--- config.mk ---
export PLATFORM = sky130hd
export DESIGN_NAME = dmem_arbiter_flat
export DESIGN_NICKNAME = d
export VERILOG_FILES = /design/src/rtl/dmem_arbiter_pkg.sv /design/src/rtl/dmem_arbiter_if.sv /design/src/rtl/dmem_arbiter_arb_sat_counter.sv /design/src/rtl/dmem_arbiter.sv /design/src/flat_wrapper.sv
export SDC_FILE = /design/constraint.sdc
export NUM_CORES = 1
export LEC_CHECK = 0
export CAP_MARGIN = 0
export CORE_AREA = 10 10 133 135
export CTS_CLUSTER_SIZE = 24
export DETAILED_ROUTE_END_ITERATION = 16
export DIE_AREA = 0 0 143 145
export PLACE_DENSITY = 0.66
export SYNTH_ARGS = -nofsm -noshare
export SYNTH_HDL_FRONTEND = slang
export SYNTH_SLANG_ARGS = --single-unit
export TNS_END_PERCENT = 1
--- constraint.sdc ---
create_clock -name clock -period 2.6 [get_ports clock]
set_clock_uncertainty 0.2 [all_clocks]
set_input_delay 0.52 -clock clock [delete_from_list [all_inputs] [get_ports clock]]
set_output_delay 0.52 -clock clock [all_outputs]
set_load 0.02 [all_outputs]
--- src/rtl/dmem_arbiter_pkg.sv ---
// Shared types and sizing helpers for the data-memory arbiter.
// Imported by the interface, the saturating counter and the top.
package dmem_arb_pkg;

   typedef enum logic {
      ARB_CPU = 1'b0,
      ARB_IO  = 1'b1
   } arb_state_e;

   localparam int DEF_AW         = 32;
   localparam int DEF_DW         = 32;
   localparam int DEF_STARVE_MAX = 8;
   localparam int DEF_IO_BURST   = 4;

   // Bits needed to hold the values 0..max_val inclusive.
   function automatic int cnt_width(input int max_val);
      return $clog2(max_val + 1);
   endfunction

endpackage

--- src/rtl/dmem_arbiter_if.sv ---
// Bus bundle around the shared data-memory port: CPU side, I/O master side and RAM side.
// The arbiter connects through the slave modport; the surrounding system uses master.
interface dmem_arbiter_if
   import dmem_arb_pkg::*;
#(
   parameter int AW = DEF_AW,
   parameter int DW = DEF_DW
);

   logic          cpu_active;
   logic [AW-1:0] cpu_address;
   logic [DW-1:0] cpu_data;
   logic          cpu_wren;
   logic [DW-1:0] cpu_q;
   logic          cpu_stall;

   logic          io_req;
   logic [AW-1:0] io_address;
   logic [DW-1:0] io_data;
   logic          io_wren;
   logic          io_gnt;
   logic [DW-1:0] io_rdata;
   logic          io_rvalid;

   logic [AW-1:0] mem_address;
   logic [DW-1:0] mem_data;
   logic          mem_wren;
   logic [DW-1:0] mem_q;

   modport slave (
      input  cpu_active, cpu_address, cpu_data, cpu_wren,
      input  io_req, io_address, io_data, io_wren,
      input  mem_q,
      output cpu_q, cpu_stall,
      output io_gnt, io_rdata, io_rvalid,
      output mem_address, mem_data, mem_wren
   );

   modport master (
      output cpu_active, cpu_address, cpu_data, cpu_wren,
      output io_req, io_address, io_data, io_wren,
      output mem_q,
      input  cpu_q, cpu_stall,
      input  io_gnt, io_rdata, io_rvalid,
      input  mem_address, mem_data, mem_wren
   );

endinterface

--- src/rtl/dmem_arbiter_arb_sat_counter.sv ---
// Saturating up-counter with clear, load-1 and increment controls (priority in that order).
// Used for the arbiter's starvation and burst counters.
module arb_sat_counter
   import dmem_arb_pkg::*;
#(
   parameter int MAX = 1,
   parameter int W   = cnt_width(MAX)
) (
   input  logic         clock,
   input  logic         reset,
   input  logic         clr,
   input  logic         load1,
   input  logic         inc,
   output logic [W-1:0] cnt
);

   localparam logic [W-1:0] MAX_V = W'(MAX);

   always_ff @(posedge clock or negedge reset) begin
      if (!reset) begin
         cnt <= '0;
      end else if (clr) begin
         cnt <= '0;
      end else if (load1) begin
         cnt <= W'(1);
      end else if (inc && (cnt != MAX_V)) begin
         cnt <= cnt + 1'b1;
      end
   end

endmodule

--- src/rtl/dmem_arbiter.sv ---
// Arbitrates the single data-memory port between the CPU memory stage and one I/O master.
// Optional macro DMEM_ARB_STATS_EN adds free-running grant/stall counters (tied to 0 otherwise).
module dmem_arbiter
   import dmem_arb_pkg::*;
#(
   parameter int AW         = DEF_AW,
   parameter int DW         = DEF_DW,
   parameter int STARVE_MAX = DEF_STARVE_MAX,
   parameter int IO_BURST   = DEF_IO_BURST
) (
   input  logic                clock,
   input  logic                reset,
   dmem_arbiter_if.slave       bus,
   output logic [31:0]         stat_io_grants,
   output logic [31:0]         stat_cpu_stalls
);

   localparam int SW = cnt_width(STARVE_MAX);
   localparam int BW = cnt_width(IO_BURST);
   localparam logic [SW-1:0] STARVE_V = SW'(STARVE_MAX);
   localparam logic [BW-1:0] BURST_V  = BW'(IO_BURST);

   arb_state_e    state_q, state_d;
   logic [SW-1:0] starve_cnt;
   logic [BW-1:0] burst_cnt;
   logic          s_clr, s_load1, s_inc;
   logic          b_clr, b_load1, b_inc;
   logic          gnt_raw, gnt, stall;
   logic          rvalid_q;

   arb_sat_counter #(.MAX(STARVE_MAX), .W(SW)) u_starve (
      .clock (clock),
      .reset (reset),
      .clr   (s_clr),
      .load1 (s_load1),
      .inc   (s_inc),
      .cnt   (starve_cnt)
   );

   arb_sat_counter #(.MAX(IO_BURST), .W(BW)) u_burst (
      .clock (clock),
      .reset (reset),
      .clr   (b_clr),
      .load1 (b_load1),
      .inc   (b_inc),
      .cnt   (burst_cnt)
   );

   always_ff @(posedge clock or negedge reset) begin
      if (!reset) begin
         state_q  <= ARB_CPU;
         rvalid_q <= 1'b0;
      end else begin
         state_q  <= state_d;
         rvalid_q <= gnt & ~bus.io_wren;
      end
   end

   always_comb begin
      state_d = state_q;
      gnt_raw = 1'b0;
      s_clr   = 1'b0;
      s_load1 = 1'b0;
      s_inc   = 1'b0;
      b_clr   = 1'b0;
      b_load1 = 1'b0;
      b_inc   = 1'b0;
      case (state_q)
         ARB_CPU: begin
            gnt_raw = bus.io_req & (~bus.cpu_active | (starve_cnt == STARVE_V));
            if (gnt_raw) begin
               state_d = ARB_IO;
               b_load1 = 1'b1;
               s_clr   = 1'b1;
            end else if (bus.io_req) begin
               s_inc = 1'b1;
            end else begin
               s_clr = 1'b1;
            end
         end
         ARB_IO: begin
            gnt_raw = bus.io_req & (~bus.cpu_active | (burst_cnt < BURST_V));
            if (gnt_raw) begin
               b_inc = 1'b1;
            end else begin
               // A denial that ends a burst already counts toward the next forced slot.
               state_d = ARB_CPU;
               b_clr   = 1'b1;
               s_load1 = bus.io_req;
            end
         end
         default: state_d = ARB_CPU;
      endcase
   end

   // Reset is folded in so nothing is granted or written while reset is held.
   assign gnt   = reset & gnt_raw;
   assign stall = bus.cpu_active & gnt;

   assign bus.io_gnt      = gnt;
   assign bus.cpu_stall   = stall;
   assign bus.mem_address = gnt ? bus.io_address : bus.cpu_address;
   assign bus.mem_data    = gnt ? bus.io_data    : bus.cpu_data;
   assign bus.mem_wren    = reset & (gnt ? bus.io_wren : (bus.cpu_wren & bus.cpu_active));
   assign bus.io_rvalid   = rvalid_q;
   assign bus.io_rdata    = rvalid_q ? bus.mem_q : '0;
   assign bus.cpu_q       = bus.mem_q;

`ifdef DMEM_ARB_STATS_EN
   always_ff @(posedge clock or negedge reset) begin
      if (!reset) begin
         stat_io_grants  <= '0;
         stat_cpu_stalls <= '0;
      end else begin
         if (gnt)   stat_io_grants  <= stat_io_grants + 32'd1;
         if (stall) stat_cpu_stalls <= stat_cpu_stalls + 32'd1;
      end
   end
`else
   assign stat_io_grants  = '0;
   assign stat_cpu_stalls = '0;
`endif

endmodule

--- src/flat_wrapper.sv ---
// flat-port wrapper written by rule: the top's interface ports become plain ports
module dmem_arbiter_flat import dmem_arb_pkg::*;
#(
   parameter int AW         = DEF_AW,
   parameter int DW         = DEF_DW,
   parameter int STARVE_MAX = DEF_STARVE_MAX,
   parameter int IO_BURST   = DEF_IO_BURST
)
  (clock, reset, stat_io_grants, stat_cpu_stalls, bus_cpu_active, bus_cpu_address, bus_cpu_data, bus_cpu_wren, bus_io_req, bus_io_address, bus_io_data, bus_io_wren, bus_mem_q, bus_cpu_q, bus_cpu_stall, bus_io_gnt, bus_io_rdata, bus_io_rvalid, bus_mem_address, bus_mem_data, bus_mem_wren);
  dmem_arbiter_if #(.AW(AW), .DW(DW)) bus_i ();
  input  logic clock;
  input  logic reset;
  output logic [31:0] stat_io_grants;
  output logic [31:0] stat_cpu_stalls;
  input wire logic [$bits(bus_i.cpu_active)-1:0] bus_cpu_active;
  input wire logic [$bits(bus_i.cpu_address)-1:0] bus_cpu_address;
  input wire logic [$bits(bus_i.cpu_data)-1:0] bus_cpu_data;
  input wire logic [$bits(bus_i.cpu_wren)-1:0] bus_cpu_wren;
  input wire logic [$bits(bus_i.io_req)-1:0] bus_io_req;
  input wire logic [$bits(bus_i.io_address)-1:0] bus_io_address;
  input wire logic [$bits(bus_i.io_data)-1:0] bus_io_data;
  input wire logic [$bits(bus_i.io_wren)-1:0] bus_io_wren;
  input wire logic [$bits(bus_i.mem_q)-1:0] bus_mem_q;
  output wire logic [$bits(bus_i.cpu_q)-1:0] bus_cpu_q;
  output wire logic [$bits(bus_i.cpu_stall)-1:0] bus_cpu_stall;
  output wire logic [$bits(bus_i.io_gnt)-1:0] bus_io_gnt;
  output wire logic [$bits(bus_i.io_rdata)-1:0] bus_io_rdata;
  output wire logic [$bits(bus_i.io_rvalid)-1:0] bus_io_rvalid;
  output wire logic [$bits(bus_i.mem_address)-1:0] bus_mem_address;
  output wire logic [$bits(bus_i.mem_data)-1:0] bus_mem_data;
  output wire logic [$bits(bus_i.mem_wren)-1:0] bus_mem_wren;
  assign bus_i.cpu_active = bus_cpu_active;
  assign bus_i.cpu_address = bus_cpu_address;
  assign bus_i.cpu_data = bus_cpu_data;
  assign bus_i.cpu_wren = bus_cpu_wren;
  assign bus_i.io_req = bus_io_req;
  assign bus_i.io_address = bus_io_address;
  assign bus_i.io_data = bus_io_data;
  assign bus_i.io_wren = bus_io_wren;
  assign bus_i.mem_q = bus_mem_q;
  assign bus_cpu_q = bus_i.cpu_q;
  assign bus_cpu_stall = bus_i.cpu_stall;
  assign bus_io_gnt = bus_i.io_gnt;
  assign bus_io_rdata = bus_i.io_rdata;
  assign bus_io_rvalid = bus_i.io_rvalid;
  assign bus_mem_address = bus_i.mem_address;
  assign bus_mem_data = bus_i.mem_data;
  assign bus_mem_wren = bus_i.mem_wren;
  dmem_arbiter #(.AW(AW), .DW(DW), .STARVE_MAX(STARVE_MAX), .IO_BURST(IO_BURST)) u_core (.clock(clock), .reset(reset), .bus(bus_i), .stat_io_grants(stat_io_grants), .stat_cpu_stalls(stat_cpu_stalls));
endmodule
Word-level counts from Yosys, hierarchy flattened
Cells that the tools add are included.
Widths: inputs -> output; s select.

storage, ports and cells
  flip-flop bits (word level) = 9
  bits in latches = 0
  RAM bits = 0
  memory bits (read-only) = 0
  output and inout port bits = 196
  word-level logic and storage cells = 52
  memories = 0

cells by class
  $add $sub $neg = 2
  multipliers = 0
  div/mod/pow operators = 0
  $lt $le $gt $ge = 1
  equal/unequal tests = 3
  shift-type cells = 0
  mux-type cells = 26
  bitwise logic cells = 12
  reductions and logical operators = 4

operators by type and width
  kind                 number
  $mux 32              3
  $mux 1               15
  $mux 4               3
  $mux 3               3
  $and 1x1->1          7
  $reduce_bool 3->1    2
  $add 4x1->4 const B  1
  $eq 4x4->1 const B   1
  $ne 4x4->1 const B   1
  $pmux 1 s2           2
  $add 3x1->3 const B  1
  $lt 3x3->1 const B   1
  $ne 3x3->1 const B   1
  $not 1->1            3
  $logic_and 1x1->1    2
  $or 1x1->1           2

Depth between registers and ports, before layout
  depth in word-level cells = 9
  depth in mapped cells = 8

Hierarchy
Synthesis repeated with hierarchy kept, for this count alone.

second synthesis, totals
  cells, all modules = 422
  area, all modules = 2820.2 um^2

modules (own cells, without submodules)
  module                              times used  cells an instance  area an instance (um^2)  seq. area each (um^2)
  dmem_arbiter                        1           380                2384.8                   50.0
  arb_sat_counter at u_core.u_starve  1           25                 244.0                    100.1
  arb_sat_counter at u_core.u_burst   1           17                 191.4                    75.1

Worst setup path before layout
OpenSTA, ideal clock, no wires.

  kind = register -> output
  start = register u_core.u_starve.cnt[0]
  end = output bus_mem_address[10]
  arrival time = 1.902 ns
  slack = -0.022 ns
  cell stages (with the launch flop) = 9
  buffers on the path = 2
  cell sequence = dfrtp_1 > inv_1 > ha_1 > and3b_1 > o211a_4 > o21ai_4 > buf_6 > buf_8 > mux2_4

on the way
  longest elaborated chain between the ends = 6

ends and longest elaborated chain
  item                    RTL line                            RTL
  start, declared         dmem_arbiter_arb_sat_counter.sv:14  output logic [W-1:0] cnt
  start signal, assigned  dmem_arbiter_arb_sat_counter.sv:27  cnt <= cnt + 1'b1;
  $eq 4x4->1              dmem_arbiter.sv:70                  gnt_raw = bus.io_req & (~bus.cpu_active | (starve_cnt == STARVE_V));
  $or 1x1->1              dmem_arbiter.sv:70
  $and 1x1->1             dmem_arbiter.sv:70
  $pmux 1 s2              dmem_arbiter.sv:68                  case (state_q)
  $and 1x1->1             dmem_arbiter.sv:97                  assign gnt = reset & gnt_raw;
  $mux 32                 dmem_arbiter.sv:102                 assign bus.mem_address = gnt ? bus.io_address : bus.cpu_address;
  end, declared           flat_wrapper.sv:29                  output wire logic [$bits(bus_i.mem_address)-1:0] bus_mem_address;

No other way between the ends.

Worst setup path in the final report
  start = register u_core.u_starve.cnt[0]
  end = output bus_mem_address[30]

The elaborated chain is that of the path after synthesis.

==> flow_summary.toml <==
[layout]
final_common_cell = "clkdlybuf4s50_1"
fill_cells = 1458
stdcell_count = 742
drive_gt1_share_pct = 31.8
area_growth_syn_to_layout_pct = 131
diodes = 0
final_cell_mix = "clkdlybuf4s50_1 (228), conb_1 (64), buf_6 (55)"
postLayoutCoreUtil_pct = 37.0
final_net_count = 725

[global_routing]
grt_use_total_pct = 11.8
grt_max_degree = 34
grt_remaining_overflow = 0
antenna_found_initial = 1
grt_pass1_wl_um = 19300
grt_pass1_vias = 3041

[synthesis]
yosys_warnings = 0
synth_edf_count = 0
ys_types = 36
syn_inst = 264
yosysSeqAreaShare_pct = 9.35
ys_seq_elements = 9
synthArstFlopShare_pct = 100
synth_area_per_cell_um2 = 9.13
syn_area_um2 = 2410
synthFlopType = "dfrtp_1"

[drt]
highest_layer = "met5"
wire_per_inst_um = 19.0
drc = 0
drt-vias-per-instance = 3.77
first_pass_iters = 4
routed_wl_um = 14100
ant_nets = 0
num_vias = 2801
met1_length_um = 4220
met3_length_um = 2050
drtIter0Drc = 99
met2WireLength_um = 7630

[sta]
maxSlewViolCount = 0
hold_viol = 0
setup_ws_ns = -0.459
rsz0062_at_grt = "yes"
setup_viol = 67
period_needed_ns = 3.06
fin_crit_sh_pct = 118
fmax_mhz = 327

[power]
powerDensity_nw_per_um2 = 303
ir_drop_mv = 0.173
p_comb_share_pct = 73.5
p_seq_share_pct = 10.2
power.leakage_uw = 0.00259
power.switching_uw = 640
p_int_uw = 1050
clockPowerShare_pct = 16.3
p_sw_share_pct = 38.0

[clock_tree]
cts_buffers = 3
cts_tree = "done"
cts_buffer_depth = 2
cts_sinks = 9
cts_root_buffer = "clkbuf_16"
cts_hold_buf = 0
clock_latency_ns = 0.23
path_clk_slew_ns = 0.04
htreeDepth = 1

[floorplanning]
die-height_um = 145
dieArea_um2 = 20700
row_count = 45
die_x_um = 143
core_area_um2 = 15000
ios = 362
initial_utilization_pct = 16.0

[hold_path]
hold_class = "reg2reg"
worstHoldStart = "u_core.u_starve.cnt[2]"

[critical_path]
rr_startpoint = "u_core.u_starve.cnt[0]"
crit_path_start = "u_core.u_starve.cnt[0]"
required_ns = 1.88
worst-path-max-fanout = 8
crit_chain = "inv_1 > ha_2 > and3b_2 > o211a_4 > o21ai_4 > clkbuf_16 > buf_12 > mux2_2 > buf_2"
crit_family = "buffers and inverters"
critical_path_class = "reg2out"
slowest_delay_ns = 0.34
slowest_stage = "dfrtp_1"
end_kind = "output pin"
arrival_ns = 2.34
cp-start-kind = "register"
crit_buf_inv = 4

[placement]
portBuffers = 297
dp.cells = 731
hpwlAfterDp_um = 12600
gp_congestion = 0.957

[outcome]
outcome = "finished, violations left"
violations = "setup timing"

[flow_run]
max_cap_violations = 0
## final timing paths
path                                                to  slack [ns]  depth (start not counted)
worst max-delay path               bus_mem_address[30]       -0.46                          9
min in group asynchronous               u_core.state_q        0.52                          2
worst min register to register  u_core.u_starve.cnt[2]        0.36                          2
max in group asynchronous        u_core.u_burst.cnt[2]        1.53                          2
worst min-delay path            u_core.u_starve.cnt[2]        0.36                          2
worst max register to register    u_core.bus.io_rvalid        0.57                          9
## final cells by class
type	count	area (µm²)	area share [%]
timing repair buffer	330	3350	60.1
inverter	7	26.3	0.472
tap	188	235	4.22
sequential	9	225	4.04
multi-input combinational	204	1650	29.7
clock buffer	4	78.8	1.42
## registers in the layout, summed over array words and instances (netlist names)
signal	cells
u_core.bus.io_rvalid	1
u_core.u_burst.cnt	3
u_core.state_q	1
u_core.u_starve.cnt	4
## tightest hold or removal path, cell delays in order, from the launching register on
cell	delay [ns]
dfrtp_1	0.33
buf_4	0.11
o21ai_0	0.07
## per-layer routing
layer	up-vias	GRT usage, %
li1	1309	-
met1	1264	10.0
met2	218	23.8
met3	8	5.67
met4	2	2.22
met5	-	0
## metrics by stage
| stage | instance area [µm²] | setup TNS, ns | hold WS, ns | setup slack (ns) | total power [µW] |
|---|---|---|---|---|---|
| after floorplan | 2650 | 0 | 0.0244 | 0.00195 | 816 |
| after global placement | 5260 | -54.10 | 0.326 | -0.867 | 1310 |
| after detailed placement | 5260 | -55.79 | 0.355 | -0.908 | 1330 |
| after CTS | 5210 | -25.26 | 0.360 | -0.494 | 1580 |
| after global routing | 5570 | -32.99 | 0.375 | -0.545 | 1760 |
| final | 5570 | -27.43 | 0.355 | -0.459 | 1690 |
## logic make-up (layout without fill, tap and decap cells)
| kind of cell | Yosys count | count (layout) | share of synthesized area [%] |
|---|---|---|---|
| muxes | 64 | 64 | 34.1 |
| buffers and inverters | 114 | 341 | 35.4 |
| other | 1 | 64 | 0.156 |
| DFF | 9 | 9 | 9.35 |
| adders and majority gates | 4 | 4 | 2.08 |
| AOI/OAI and AO/OA | 19 | 19 | 6.13 |
| xor gates and xnor gates | 1 | 1 | 0.364 |
| and+or+nand+nor | 52 | 52 | 12.5 |
## timing repair
action                                  in CTS  in global routing
resized for setup                          304                104
pin swaps                                    1                  3
cloned                                       1                  3
endpoints found under the setup margin      67                 67
buffers inserted                             2                  3
## cells in the mapped netlist (2+ instances only)
| cell type | count | share of area, % |
|---|---|---|
| nand2b_1 | 2 | 0.52 |
| nand2_1 | 6 | 0.93 |
| dfrtp_1 | 9 | 9.3 |
| a22o_1 | 2 | 0.73 |
| inv_1 | 7 | 1.1 |
| ha_1 | 4 | 2.1 |
| mux2_2 | 37 | 17 |
| clkbuf_1 | 3 | 0.47 |
| o21ai_0 | 4 | 0.83 |
| buf_12 | 2 | 1.7 |
| nor2_1 | 3 | 0.47 |
| nor3_1 | 2 | 0.42 |
| o22ai_1 | 2 | 0.52 |
| a21oi_1 | 2 | 0.42 |
| nand3_1 | 2 | 0.42 |
| buf_4 | 99 | 31 |
| and2_1 | 33 | 8.6 |
| mux2_4 | 27 | 17 |
## power groups by stage
stage	registers, µW	clock network (µW)	logic, µW
after floorplan	174	0	642
after global placement	172	0	1140
after detailed placement	174	0	1160
after CTS	172	276	1140
after global routing	175	282	1310
final	173	274	1240
(Power assumes the default switching activity.)
==> RTL change, RTL diff (same flow settings) <==
Change the package constant `DEF_IO_BURST` from 4 to 5.
--- a/src/rtl/dmem_arbiter_pkg.sv
+++ b/src/rtl/dmem_arbiter_pkg.sv
@@ -12,3 +12,3 @@
    localparam int DEF_STARVE_MAX = 8;
-   localparam int DEF_IO_BURST   = 4;
+   localparam int DEF_IO_BURST   = 5;
 
Function: changed (a bounded check fails within 10 cycles, from zero or initial values and one cycle with reset low).
==> RTL change against the unedited design <==
The flow still finishes with violations (setup timing). Total power is 1.4% higher. Design area is 6.6% lower. Via count is 3.9% lower. Critical path depth is 1 lower. Worst setup slack better by 0.20 ns. Global-route usage is 0.50 points lower. Area after synthesis is 2.5% lower. Wire length is 4.6% lower. Synthesized cell count is 1.1% lower. Non-clock buffer count is 12 lower. Sequential cell count stayed put. Cell count is 2.0% lower. Largest cell class unchanged.
==> RTL change: results (changes against the unedited design) <==
layout cells sized above 1=29.68% (was 31.77%); Reg2Reg Launch Point=u_core.u_burst.cnt[0] (was u_core.u_starve.cnt[0]); routed len/inst=18.45 µm (was 18.95 µm); sequential element share of the synthesized area=9.585% (was 9.346%); final worst setup slack=-0.2591 ns (was -0.4586 ns); Final setup viols=66 (was 67); Hold EP=u_core.u_starve.cnt[1] (was u_core.u_starve.cnt[2]); Vias=2692 (was 2801); GP Congestion=0.7995 (was 0.9569); status=finished with violations (unchanged); count of cell types in the netlist=32 (was 36); gr usage total=11.33% (was 11.83%); Final #Nets=710 (was 725); Total Neg Setup Slack=-13.69 ns (was -27.43 ns); Worst Path Arrival=2.14 ns (was 2.34 ns); Inserted Diodes=0 (unchanged); Area contributors post-synth=buf_4, mux2_2, mux2_4 (unchanged); first-pass GRT wire length=18450 µm (was 19340 µm); internal power=1.038 mW (was 1.046 mW); DP Wirelength=12520 µm (was 12580 µm); Placement Cell Area=0.005219 mm² (was 0.005256 mm²); failing checks=setup timing (unchanged); CP Max Fanout=19 (was 8); Min-Delay Path Class=reg -> reg (unchanged); Iteration-0 DRC Markers=46 (was 99); register-to-register setup slack=0.76 ns (was 0.57 ns); Hold Path Depth=2 (unchanged); commonest cells in the netlist=buf_4, mux2_2, and2_1 (unchanged)
RTL change: cell count changes after synthesis, moves of 2 or more:
cell	unedited run	this run
buf_12	2	0
inv_1	7	5
nand2b_1	2	0
buf_6	1	4
xor2_1	0	3
buf_2	1	3
o22ai_1	2	0
nand2_1	6	8
buf_4	99	96
RTL change: per-stage QoR:
step / hold WS [ns] / setup WS [ns] / power (mW) / cells
after CTS: 0.3700 / -0.2867 / 1.718 / 727
after detailed placement: 0.3740 / -0.8980 / 1.456 / 723
final: 0.3809 / -0.2591 / 1.710 / 727
after global routing: 0.4163 / -0.3146 / 1.806 / 727
after global placement: 0.3353 / -0.7973 / 1.433 / 723
after floorplan: 0.02441 / 0.02255 / 0.8718 / 324
RTL change: power by group through the flow:
| stage | combinational, mW | sequential [mW] | clock [mW] |
|---|---|---|---|
| 2_1_floorplan | 0.672 | 0.199 | 0 |
| 3_3_place_gp | 1.24 | 0.189 | 0 |
| 3_5_place_dp | 1.27 | 0.190 | 0 |
| 4_1_cts | 1.24 | 0.190 | 0.284 |
| 5_1_grt | 1.32 | 0.194 | 0.292 |
| 6_report | 1.24 | 0.191 | 0.277 |
RTL change: cells by family (layout without fill, tap and decap cells):
logic type / count (synthesis) / after routing / share of synthesized area [%]
buf+inv: 112 / 327 / 34.66
mux: 65 / 65 / 35.41
simple gates: 54 / 54 / 13.10
compound gates: 13 / 13 / 3.834
flops: 9 / 9 / 9.585
fa+ha+maj: 4 / 4 / 2.130
xor+xnor: 3 / 3 / 1.118
other cells: 1 / 64 / 0.1596
RTL change: critical path: stages (launching register included):
cell and delay (ns):
dfrtp_1 0.35, inv_2 0.06, ha_4 0.15, and3b_1 0.19
o211a_1 0.24, o21a_4 0.25, buf_12 0.18, mux2_4 0.33
buf_6 0.14
RTL change: cell type report:
| type | count | area share (%) |
|---|---|---|
| repair buffers | 318 | 59.11 |
| multi-input cells | 203 | 30.17 |
| well taps | 188 | 4.522 |
| flip-flops and latches | 9 | 4.330 |
| clock buffers | 4 | 1.516 |
| inverters | 5 | 0.3608 |
RTL change: what timing repair did:
| item | 4_1_cts | 5_1_grt |
|---|---|---|
| pin swaps | 1 | 0 |
| resized for setup | 328 | 9 |
| buffers inserted | 0 | 0 |
| endpoints found under the setup margin | 67 | 67 |
RTL change: layer usage:
layer | vias to the layer above | part of all wire (%) | wire, µm | track usage [%]
li1 | 1263 | - | - | -
met1 | 1186 | 33 | 4434 | 10.57
met2 | 233 | 52 | 6911 | 21.67
met3 | 10 | 15 | 1961 | 5.476
met4 | 0 | 0.78 | 105 | 1.961
met5 | - | 0 | 0 | 0
